### config.mk
export PLATFORM = sky130hd
export DESIGN_NAME = imm_extend_pipe
export DESIGN_NICKNAME = d
export VERILOG_FILES = /design/src/rtl/imm_extend_pipe.sv
export SDC_FILE = /design/constraint.sdc
export NUM_CORES = 1
export LEC_CHECK = 0
export BUFFER_PORTS_ARGS = -buffer_cell sky130_fd_sc_hd__buf_2
export CAP_MARGIN = 40
export CORE_MARGIN = 2
export CORE_UTILIZATION = 54
export DETAILED_ROUTE_END_ITERATION = 10
export PLACE_DENSITY = 0.91
export SYNTH_ARGS = -nofsm -noshare
export SYNTH_HDL_FRONTEND = slang
export SYNTH_SLANG_ARGS = --single-unit
### constraint.sdc
create_clock -name clk -period 3.5 [get_ports clk]
set_clock_uncertainty 0.1 [all_clocks]
set_input_delay 0.35 -clock clk [delete_from_list [all_inputs] [get_ports clk]]
set_output_delay 0.35 -clock clk [all_outputs]
set_load 0.05 [all_outputs]
### src/rtl/imm_extend_pipe.sv
// Immediate extender with a one-cycle valid/ready output stage.
// Optional one-entry skid buffer enabled by defining IMM_EXT_SKID_EN.
module imm_extend_pipe #(
   parameter int IN_W  = 16,
   parameter int OUT_W = 32
) (
   input  logic             clk,
   input  logic             reset,
   input  logic             in_valid,
   output logic             in_ready,
   input  logic [IN_W-1:0]  in_imm,
   input  logic [1:0]       in_mode,
   input  logic             flush,
   output logic             out_valid,
   input  logic             out_ready,
   output logic [OUT_W-1:0] out_data
);

   // state | meaning
   // EMPTY | nothing held
   // ONE   | output register valid
   // TWO   | output register plus skid entry valid (skid build only)
   typedef enum logic [1:0] {
      EMPTY = 2'b00,
      ONE   = 2'b01,
      TWO   = 2'b10
   } state_t;

   state_t           state, state_nxt;
   logic [OUT_W-1:0] out_reg, out_nxt;
   logic [OUT_W-1:0] ext_res;
   logic [OUT_W-1:0] sext;
   logic             accept, take;

   assign sext = {{(OUT_W-IN_W){in_imm[IN_W-1]}}, in_imm};

   always_comb begin
      ext_res = '0;
      case (in_mode)
         2'b00:   ext_res = {{(OUT_W-IN_W){1'b0}}, in_imm};
         2'b01:   ext_res = sext;
         2'b10:   ext_res = {in_imm, {(OUT_W-IN_W){1'b0}}};
         default: ext_res = sext << 2;
      endcase
   end

   assign out_valid = (state != EMPTY);
   assign out_data  = out_valid ? out_reg : '0;
   assign take      = out_valid && out_ready;
   assign accept    = in_valid && in_ready;

`ifdef IMM_EXT_SKID_EN
   logic [OUT_W-1:0] skid_reg, skid_nxt;

   // Depends only on the state register, so out_ready never reaches in_ready.
   assign in_ready = (state != TWO);

   always_ff @(posedge clk or posedge reset) begin
      if (reset) skid_reg <= '0;
      else       skid_reg <= skid_nxt;
   end
`else
   assign in_ready = !out_valid || out_ready;
`endif

   always_ff @(posedge clk or posedge reset) begin
      if (reset) begin
         state   <= EMPTY;
         out_reg <= '0;
      end else begin
         state   <= state_nxt;
         out_reg <= out_nxt;
      end
   end

   always_comb begin
      state_nxt = state;
      out_nxt   = out_reg;
`ifdef IMM_EXT_SKID_EN
      skid_nxt  = skid_reg;
`endif
      case (state)
         EMPTY: begin
            if (accept) begin
               state_nxt = ONE;
               out_nxt   = ext_res;
            end
         end
         ONE: begin
            if (accept && take) begin
               out_nxt = ext_res;
            end else if (take) begin
               state_nxt = EMPTY;
               out_nxt   = '0;
            end else if (accept) begin
`ifdef IMM_EXT_SKID_EN
               state_nxt = TWO;
               skid_nxt  = ext_res;
`else
               state_nxt = ONE;
`endif
            end
         end
         TWO: begin
`ifdef IMM_EXT_SKID_EN
            if (take) begin
               state_nxt = ONE;
               out_nxt   = skid_reg;
               skid_nxt  = '0;
            end
`else
            state_nxt = EMPTY;
            out_nxt   = '0;
`endif
         end
         default: begin
            state_nxt = EMPTY;
            out_nxt   = '0;
         end
      endcase

      if (flush) begin
         state_nxt = EMPTY;
         out_nxt   = '0;
`ifdef IMM_EXT_SKID_EN
         skid_nxt  = '0;
`endif
      end
   end

endmodule

## After elaboration in Yosys (flattened, before gate mapping)

Cells that the tools add are included.

| storage, ports and cells | value |
|---|---|
| word-level logic and storage cells | 29 |
| bits of input ports | 23 |
| memories kept | 0 |
| flip-flop bits (word level) | 34 |
| bits in read-only memories | 0 |
| memory bits (writable) | 0 |
| latch bits | 0 |

| cells by class | value |
|---|---|
| reduce and logical (&&, ||, !) cells | 9 |
| mux-type cells | 12 |
| divide/modulo/power cells | 0 |
| magnitude comparators | 0 |
| eq/ne operators | 6 |
| add/sub/neg operators | 0 |
| bitwise logic cells | 0 |
| shift-type cells | 0 |
| $mul | 0 |

Operator list:

| cell | number |
|---|---|
| $mux 32 | 5 |
| $pmux 32 s3 | 1 |
| $pmux 32 s2 | 1 |
| $mux 2 | 4 |
| $ne 3x3->1 const B | 2 |
| $eq 2x1->1 const B | 2 |
| $logic_not 2->1 | 2 |
| $ne 4x4->1 const B | 1 |
| $pmux 2 s2 | 1 |
| $logic_and 1x1->1 | 3 |
| $eq 2x2->1 const B | 1 |
| $reduce_and 2->1 | 1 |
| $reduce_bool 2->1 | 1 |
| $logic_not 1->1 | 1 |
| $logic_or 1x1->1 | 1 |

## Depth between registers and ports, before layout

Gate-level depths: netlist (run 1).

| logic depth | value |
|---|---|
| depth in word-level cells | 9 |
| depth in mapped cells | 5 |

## Worst setup path after synthesis (run 1)

No wires, ideal clock.

| timing path | value |
|---|---|
| kind | register to output |
| from | register state[0] |
| to | output port out_data[10] |
| path buffers | 1 |
| cell stages (with the launch flop) | 4 |
| data required time | 3.050 ns |
| arrival | 1.434 ns |
| path slack | 1.616 ns |
| path through | dfrtp_1 nor2_1 clkbuf_1 nor2b_1 |

| between the ends | value |
|---|---|
| cells in the longest elaborated chain, start to end | 2 |

Ends and longest elaborated chain:

| what | RTL line | source |
|---|---|---|
| start: declaration | 29 | `state_t state, state_nxt;` |
| start signal: assignment | 71 | `state <= state_nxt;` |
| $reduce_bool 2->1 | 47 | `assign out_valid = (state != EMPTY);` |
| $mux 32 | 48 | `assign out_data = out_valid ? out_reg : '0;` |
| end: declaration | 16 | `output logic [OUT_W-1:0] out_data` |

Every way passes these cells.

## Worst setup path in the final report (run 1)

| timing path | value |
|---|---|
| from | register state[0] |
| to | output port out_data[30] |

The elaborated chain is that of the path after synthesis.

==> results.cfg, run 1 <==
[status]
status = complete, no violations

[global_route]
grt_pass1_vias = 1388
antenna_found_initial = 0
grt_pass1_wl_mm = 6.644
grt_usage = 0.2445
grt_overflow_total = 0
grt_max_degree = 25

[cells_and_area]
largest_reg_flops = 32
utilization = 0.6980
drive_gt1_frac = 0.3100
fillers = 242
area_delta_synth_final_pct = 21.82
insertedDiodeCount = 0
final_nets = 251
multi_input_comb_area_um2 = 837.1
regArea_um2 = 850.8

[yosys]
synth_compound_gate_area_share = 0.2709
yosys_warnings = 0
synthArstFlopShare = 1.000
synthAdderAreaFrac = 0
ys_seq_area_frac = 0.4785
synth_commonest_cells = dfrtp_1 (34), nor2b_1 (33), o2bb2ai_1 (27), a21oi_1 (14), a22oi_1 (12)
syn_avg_cell_area_um2 = 10.22
yosys-top-cells-area = dfrtp_1 (48%), o2bb2ai_1 (13%), nor2b_1 (12%), a22oi_1 (5.1%), a21oi_1 (3.9%)
synth_top_area_frac = 0.4785
synth_edf_count = 0
synth_top_family_by_area = compound AO/OA/AOI/OAI gates
ys_types = 29
netlist_area_um2 = 1778
synth_xor_area_frac = 0
ys_ff_latch = 34
synth_fp_nets = 197
synth_flop_cell = dfrtp_1
muxShareOfSynthArea = 0.005630
yosys.area_share.simple = 0.1907
synth.largest_area_cell = dfrtp_1
synth_most_common_cell = dfrtp_1
netlist_instances = 174

[sta]
finalHoldViolations = 0
grt_setup_unrepaired = no
clock.fmax_ghz = 0.4353
setup_tns_ps = 0
setup_viol = 0
worst_pin_slew_ps = 909.3
worst_slack_ps = 1203
min_period_over_period = 0.6563
maxSlewHeadroom = 0.3921
period_minus_slack_ps = 2297
drv_slew = 0

[placed_design]
port_buffers = 56
pre_cts_ws_ps = 1500
gp_congestion = 0.9123
place.detailed.hpwl_mm = 3.090

[floorplanning]
initial_core_util = 0.5730
dieArea_um2 = 3768
dieWidth_um = 61.38
fp-row-count = 20
core_area_um2 = 3103
ios = 57
die_y_um = 61.38

[detailed_routing]
dr.pass1.iters = 4
dr.first_iter.drc_count = 66
dr_wl_met2_mm = 1.846
drc = 0
wl_per_cell_um = 15.05
wl_met1_mm = 1.884
met3_length_um = 297
routed_wl_mm = 4.108
vias = 1553
final_antenna_net_count = 0
vias_per_cell = 5.689
routed.top_layer = met4

[pwr]
p_per_area_nw_per_um2 = 358.7
power_mw = 0.7768
power_leakage_nw = 1.063
peakVddDrop_mv = 0.2917

[clocking]
htreeDepth = 2
root_buffer = clkbuf_4
clk_pin_slew_ps = 90
insertion_delay_ps = 320
cts_setup_buffers = 0
clock_sinks = 34
cts-resized-gates = 0
cts_tree = done
cts_buffer_depth = 2
cts_made_buffers = 5

[worst_setup_path]
cp-end-kind = output pin
path_max_fanout = 22
path_class = flip-flop to output pin
cp.arrival_ps = 1850
crit_required_ps = 3050
r2r_cells = 3
start_kind = flip-flop
reg2reg_setup_slack_ps = 1540

[min_path]
hold_class = primary input to flip-flop
worstHoldPathCells = 3

[job]
cap_violations = 0
==> cell families (layout without fill, tap and decap cells) <==
family | Yosys count | count (layout)
buffers and inverters | 18 | 73
AND/OR/NAND/NOR | 56 | 56
flip-flops | 34 | 34
multiplexers | 1 | 1
AO/OA/AOI/OAI | 64 | 64
other | 1 | 1
==> report_power, final <==
part / total (mW) / leakage (nW) / internal (mW) / switching [mW]
logic: 0.144 / 0.562 / 0.0461 / 0.0975
registers: 0.411 / 0.466 / 0.404 / 0.00753
clock network: 0.222 / 0.0353 / 0.0973 / 0.125
total: 0.777 / 1.06 / 0.547 / 0.230
==> critical path: stages, from the launching register on <==
cell and delay, ps:
dfrtp_1 470, nor2_2 430, buf_4 330, nor2b_1 80, buf_2 210
==> repair_timing <==
action,4_1_cts,5_1_grt
endpoints found under the setup margin,0,0
hold endpoints to repair,4,0
hold buffers,1,0
==> metrics by stage <==
stage | instances | area [µm²] | hold WS, ps
3_3_place_gp | 262 | 2053 | 365.4
6_report | 273 | 2166 | 218.4
5_1_grt | 273 | 2166 | 210.3
2_1_floorplan | 174 | 1778 | 348.6
3_5_place_dp | 264 | 2096 | 213.5
4_1_cts | 273 | 2166 | 205.3
==> cell type report <==
cell class              instances  area share
flip-flops and latches         34      0.3928
inverters                       4    0.006932
multi-input cells             122      0.3865
well taps                      44     0.02542
clock inverters                 1    0.002311
clock buffers                   7     0.02542
repair buffers                 61      0.1606
==> layout by cell type, fill, tap and decap left out, types with 2 or more instances in the layout <==
cell type,count
clkbuf_4,5
a32o_1,2
o21ai_0,4
buf_4,2
and2_1,2
a21oi_1,14
o2bb2ai_1,27
and4_1,2
nor2_1,5
and3b_1,2
dfrtp_1,34
or2_2,2
buf_2,56
inv_1,4
a2111oi_0,2
nor2b_1,33
nor3_1,5
a22oi_1,12
==> worst paths after layout <==
check	start	to
max	state[0]$_DFFE_PP0P_	out_data[30]
min	flush	state[0]$_DFFE_PP0P_
max reg2reg	state[1]$_DFFE_PP0P_	out_reg[27]$_DFFE_PP0P_
min reg2reg	out_reg[11]$_DFFE_PP0P_	out_reg[11]$_DFFE_PP0P_
max in group asynchronous	reset	out_reg[25]$_DFFE_PP0P_
min in group asynchronous	reset	state[1]$_DFFE_PP0P_
==> per-layer routing <==
layer / up-vias / global-route usage
li1: 749 / -
met1: 724 / 0.3766
met2: 70 / 0.3465
met3: 10 / 0.04412
met4: 0 / 0.09119
met5: - / 0
Note: power is estimated with default switching activity, not from simulation.
==> inputs of run 2 (changes only) <==
--- a/config.mk
+++ b/config.mk
@@ -5,12 +5,13 @@
 export SDC_FILE = /design/constraint.sdc
 export NUM_CORES = 1
 export LEC_CHECK = 0
+export ABC_AREA = 1
 export BUFFER_PORTS_ARGS = -buffer_cell sky130_fd_sc_hd__buf_2
 export CAP_MARGIN = 40
 export CORE_MARGIN = 2
-export CORE_UTILIZATION = 54
+export CORE_UTILIZATION = 47
 export DETAILED_ROUTE_END_ITERATION = 10
-export PLACE_DENSITY = 0.91
+export PLACE_DENSITY = 0.83
 export SYNTH_ARGS = -nofsm -noshare
 export SYNTH_HDL_FRONTEND = slang
 export SYNTH_SLANG_ARGS = --single-unit
==> constraint.sdc (replaced) <==
create_clock -name clk -period 1.87 [get_ports clk]
set_clock_uncertainty 0.1 [all_clocks]
set_input_delay 0.187 -clock clk [delete_from_list [all_inputs] [get_ports clk]]
set_output_delay 0.187 -clock clk [all_outputs]
set_load 0.05 [all_outputs]
==> run 2 against run 1 <==
Clock power rose to 2.5 times the previous value. Non-clock buffer count rose by 1. Synthesized cell count rose by 75%. Global-route usage fell by 3.1 points. Synthesized area rose by 11%. Register-to-register slack got worse by 1300 ps. Setup slack got worse by 1100 ps. Combinational power rose by 140%. First-iteration DRC count rose by 50%. Critical path depth did not move. Via count rose by 24%. Count of clock-buffer cells in the layout did not move.
==> results.cfg, run 2 <==
[yosys]
synth_edf_count = 0
synth_top_family_by_area = simple AND/OR/NAND/NOR gates
ys_seq_area_frac = 0.4309
syn_avg_cell_area_um2 = 6.473
synthAdderAreaFrac = 0
netlist_area_um2 = 1974
muxShareOfSynthArea = 0
synth_fp_nets = 328
yosys-top-cells-area = dfrtp_1 (43%), nand2_1 (27%), inv_1 (8.2%), nor2_1 (7.4%), o21ai_0 (3.5%)
synth_most_common_cell = nand2_1
synth.largest_area_cell = dfrtp_1
netlist_instances = 305
synth_commonest_cells = nand2_1 (142), inv_1 (43), nor2_1 (39), dfrtp_1 (34), o21ai_0 (14)
yosys.area_share.simple = 0.3948
synth_compound_gate_area_share = 0.04943
synth_top_area_frac = 0.4309
ys_ff_latch = 34
yosys_warnings = 0
synth_xor_area_frac = 0
synth_flop_cell = dfrtp_1
synthArstFlopShare = 1.000
ys_types = 23

[worst_setup_path]
path_class = flip-flop to output pin
cp_top_family = flip-flops
cp.arrival_ps = 1480
path_max_fanout = 21
crit_path_max_incr_delay_ps = 450
start_kind = flip-flop
slowest_stage = dfrtp_1
cp-end-kind = output pin
crit_required_ps = 1580
crit_chain = nor2_4 -> buf_6 -> or2_2 -> buf_2
cp_num_buf_inv = 2

[cells_and_area]
final_nets = 385
area_delta_synth_final_pct = 20.85
drive_gt1_frac = 0.2094
insertedDiodeCount = 0
final_cell_mix = nand2_1 (142), buf_2 (56), inv_1 (43)
final_common_cell = nand2_1
stdcell_count = 413
largest_reg_flops = 32

[job]
cap_violations = 0

[detailed_routing]
routed_wl_mm = 4.742
vias = 1923
dr.first_iter.drc_count = 99
dr_wl_met2_mm = 2.270
drc = 0
wl_per_cell_um = 11.48
met3_length_um = 303
routed.top_layer = met4
wl_met1_mm = 2.050
final_antenna_net_count = 0
vias_per_cell = 4.656
dr.pass1.iters = 5

[sta]
finalHoldViolations = 0
hold_slack_ps = 52.93
setup_tns_ps = 0
worst_pin_slew_ps = 522.9
clock.fmax_ghz = 0.5673
period_minus_slack_ps = 1763
drv_slew = 0
setup_viol = 0
maxSlewHeadroom = 0.6514
min_period_over_period = 0.9427
grt_setup_unrepaired = no

[clocking]
cts_tree = done
clk_pin_slew_ps = 70
cts_made_buffers = 5
insertion_delay_ps = 280
htreeDepth = 2
clock_sinks = 34
cts_buffer_depth = 2
root_buffer = clkbuf_8

[placed_design]
dp_cells = 404
gp_congestion = 0.8774
place.detailed.hpwl_mm = 3.422
port_buffers = 56

[global_route]
grt_pass1_wl_mm = 7.369
grt_max_degree = 35
grt_usage = 0.2136
grt_pass1_vias = 1700
grt_overflow_total = 0
antenna_found_initial = 0

[pwr]
p_int_mw = 1.160
pwr-share-seq = 0.466
power_frac_comb = 0.205
swShare = 0.3167
clkPwrFrac = 0.329
p_per_area_nw_per_um2 = 711.3
power_leakage_nw = 1.399
p_sw_mw = 0.5376
peakVddDrop_mv = 0.3353
power_mw = 1.697

[floorplanning]
die_y_um = 68.82
fp-row-count = 23
dieArea_um2 = 4736
dieWidth_um = 68.82
core_area_um2 = 4029
initial_core_util = 0.4901
ios = 57

[status]
status = complete, no violations

[min_path]
hold_class = primary input to flip-flop
==> run 2: cell count changes after synthesis, moves of 5 or more <==
cell,change
nand3_1,+5
a22oi_1,-12
inv_1,+39
nor2b_1,-33
o2bb2ai_1,-27
nor2_1,+33
nor3_1,-5
o21ai_0,+10
a21oi_1,-13
buf_2,-5
nand2_1,+141
==> run 2: logic make-up after synthesis <==
family,count (synthesis)
flops,34
compound gates,18
simple gates,195
other cells,1
buf+inv,57
==> run 2: worst paths after layout <==
check / to / slack (ps) / start / cells after the start
max in group asynchronous: out_reg[24]$_DFFE_PP0P_ / 940 / reset / 4
setup reg to reg: out_reg[23]$_DFFE_PP0P_ / 290 / state[1]$_DFFE_PP0P_ / 6
min in group asynchronous: out_reg[30]$_DFFE_PP0P_ / 430 / reset / 4
hold / removal: state[0]$_DFFE_PP0P_ / 50 / in_valid / 2
hold reg to reg: out_reg[21]$_DFFE_PP0P_ / 380 / out_reg[21]$_DFFE_PP0P_ / 2
setup / recovery: in_ready / 110 / state[1]$_DFFE_PP0P_ / 4
==> run 2: what timing repair did <==
item                                    4_1_cts  5_1_grt
hold endpoints to repair                     34        0
hold buffers                                  1        0
endpoints found under the setup margin        0        1
buffers inserted                              0        0
gates resized for setup                       0        1
==> run 2: per-stage QoR <==
| step | cell area [µm²] | utilization | setup slack (ps) |
|---|---|---|---|
| finish | 2386 | 0.5922 | 107.2 |
| global route | 2386 | 0.5922 | 39.02 |
| CTS | 2382 | 0.5913 | 26.19 |
| detailed placement | 2281 | 0.5661 | 288.8 |
| global placement | 2281 | 0.5661 | 370.4 |
| floorplan | 1974 | - | 227.2 |
==> run 2: final cells by class <==
class,count,area [µm²]
multi-input combinational,214,880.8
clock buffer,7,86.33
fill,370,1643
inverter,45,168.9
sequential,34,850.8
clock inverter,1,5.005
timing repair buffer,62,331.6
tap,50,62.56
==> run 2: per-layer routing <==
metal / vias to the layer above / track usage
met1: 827 / 0.2554
met5: - / 0
met3: 13 / 0.04545
met4: 0 / 0.1225
li1: 999 / -
met2: 84 / 0.3546
==> run 2: power groups by stage <==
stage | sequential, mW | clock [mW] | combinational (mW)
floorplan | 0.798 | 0 | 0.254
global placement | 0.803 | 0 | 0.338
detailed placement | 0.803 | 0 | 0.344
CTS | 0.790 | 0.568 | 0.346
global route | 0.793 | 0.594 | 0.386
finish | 0.790 | 0.559 | 0.348
==> inputs of run 3 (changes only) <==
--- a/config.mk
+++ b/config.mk
@@ -12,6 +12,7 @@
 export CORE_UTILIZATION = 47
 export DETAILED_ROUTE_END_ITERATION = 10
 export PLACE_DENSITY = 0.83
+export RECOVER_POWER = 100
 export SYNTH_ARGS = -nofsm -noshare
 export SYNTH_HDL_FRONTEND = slang
 export SYNTH_SLANG_ARGS = --single-unit
==> run 3 against run 2 <==
Via count up 0.31%. Routed wire length decreased by 1.2%. Die area stayed put. Design area is 0.31% lower. Clock power about the same. Highest routed layer unchanged.
==> results.cfg, run 3 (synthesized netlist as in run 2, its figures left out) <==
[status]
status = complete, no violations

[cells_and_area]
fillers = 373
final_common_cell = nand2_1
drive_gt1_frac = 0.2066
final_cell_mix = nand2_1 (143), inv_1 (43), nor2_1 (39)
area_delta_synth_final_pct = 20.47
insertedDiodeCount = 0
final_nets = 385
largest_reg_flops = 32
stdcell_count = 413
fin_area_um2 = 2379

[pwr]
pwr-share-seq = 0.465
p_int_mw = 1.157
p_per_area_nw_per_um2 = 713.8
clkPwrFrac = 0.331
power_leakage_nw = 1.372
peakVddDrop_mv = 0.3380
power_frac_comb = 0.204
p_sw_mw = 0.5404
swShare = 0.3183

[sta]
min_period_over_period = 0.9539
clock.fmax_ghz = 0.5606
setup_tns_ps = 0
grt_setup_unrepaired = no
worst_pin_slew_ps = 823.7
setup_viol = 0
drv_slew = 0
period_minus_slack_ps = 1784
finalHoldViolations = 0
maxSlewHeadroom = 0.4509

[job]
cap_violations = 0

[placed_design]
dp_cells = 404
port_buffers = 56
gp_congestion = 0.8774
dpl_cell_area_um2 = 2281
place.detailed.hpwl_mm = 3.422

[worst_setup_path]
cp.arrival_ps = 1500
crit_chain = nor2_4 -> buf_6 -> or2_2 -> clkbuf_2
slowest_stage = dfrtp_1
crit_path_max_incr_delay_ps = 450
cp-end-kind = output pin
start_kind = flip-flop
crit_required_ps = 1580
path_max_fanout = 21
path_class = flip-flop to output pin

[detailed_routing]
dr.pass1.iters = 5
final_antenna_net_count = 0
wl_per_cell_um = 11.34
vias_per_cell = 4.671
vias = 1929
routed_wl_mm = 4.683
drc = 0
dr.first_iter.drc_count = 82

[clocking]
cts_buffer_depth = 2
cts_tree = done
clock_sinks = 34
cts_setup_buffers = 0
clk_pin_slew_ps = 70
root_buffer = clkbuf_8
insertion_delay_ps = 290
cts_made_buffers = 5
htreeDepth = 2

[global_route]
grt_usage = 0.2136
antenna_found_initial = 0
grt_max_degree = 35
grt_pass1_vias = 1700
grt_overflow_total = 0
grt_pass1_wl_mm = 7.369

[floorplanning]
dieWidth_um = 68.82
ios = 57
initial_core_util = 0.4901
dieArea_um2 = 4736
core_area_um2 = 4029
die_y_um = 68.82
fp-row-count = 23

[min_path]
hold_class = primary input to flip-flop
run 3: cell types whose count changed in the layout (fill, tap and decap cells not counted):
cell,before,now
buf_2,56,24
buf_4,4,2
clkbuf_2,0,34
nand2_1,142,143
nand2_2,1,0
run 3: final cells by class:
class | count | area (µm²) | share of cell area
clock buffers | 7 | 86.33 | 0.03630
clock inverters | 1 | 5.005 | 0.002104
inverters | 45 | 168.9 | 0.07102
multi-input cells | 214 | 878.3 | 0.3693
flip-flops and latches | 34 | 850.8 | 0.3577
well taps | 50 | 62.56 | 0.02630
repair buffers | 62 | 326.6 | 0.1373
run 3: worst paths after layout:
check                                        startpoint                      end  slack (ps)  cells after the start
worst min register to register  out_reg[21]$_DFFE_PP0P_  out_reg[21]$_DFFE_PP0P_         380                      2
worst min-delay path                           in_valid     state[0]$_DFFE_PP0P_          50                      2
worst max-delay path               state[1]$_DFFE_PP0P_                 in_ready          90                      4
min in group asynchronous                         reset  out_reg[30]$_DFFE_PP0P_         570                      4
worst max register to register     state[1]$_DFFE_PP0P_  out_reg[23]$_DFFE_PP0P_         150                      6
max in group asynchronous                         reset  out_reg[10]$_DFFE_PP0P_         580                      4
run 3: layer usage:
layer / vias up / track usage / part of all wire
li1: 999 / - / -
met1: 844 / 0.2554 / 0.44
met2: 71 / 0.3546 / 0.48
met3: 15 / 0.04545 / 0.056
met4: 0 / 0.1225 / 0.028
met5: - / 0 / 0
run 3: metrics by stage:
stage	setup WS [ps]	util	hold WS, ps	power [mW]
6_report	86.13	0.5904	50.97	1.698
5_1_grt	20.36	0.5904	65.82	1.771
4_1_cts	26.19	0.5913	47.90	1.704
3_5_place_dp	288.8	0.5661	198.7	1.147
3_3_place_gp	370.4	0.5661	202.0	1.141
2_1_floorplan	227.2	-	217.9	1.052
run 3: what timing repair did:
action,in CTS,in global routing
hold buffers,1,0
gates resized for setup,0,1
hold endpoints to repair,34,0
setup endpoints to repair,0,1
run 3: power groups by stage:
stage | Sequential (mW) | Combinational (mW) | Clock [mW]
3_3_place_gp | 0.803 | 0.338 | 0
5_1_grt | 0.793 | 0.384 | 0.594
3_5_place_dp | 0.803 | 0.344 | 0
6_report | 0.790 | 0.346 | 0.562
4_1_cts | 0.790 | 0.346 | 0.568
2_1_floorplan | 0.798 | 0.254 | 0
run 3: worst max-delay path: cells and delay by family (launching register included):
family,cells,cell delay [ps]
buffers and inverters,2,460
AND/OR/NAND/NOR,2,300
flip-flops,1,450
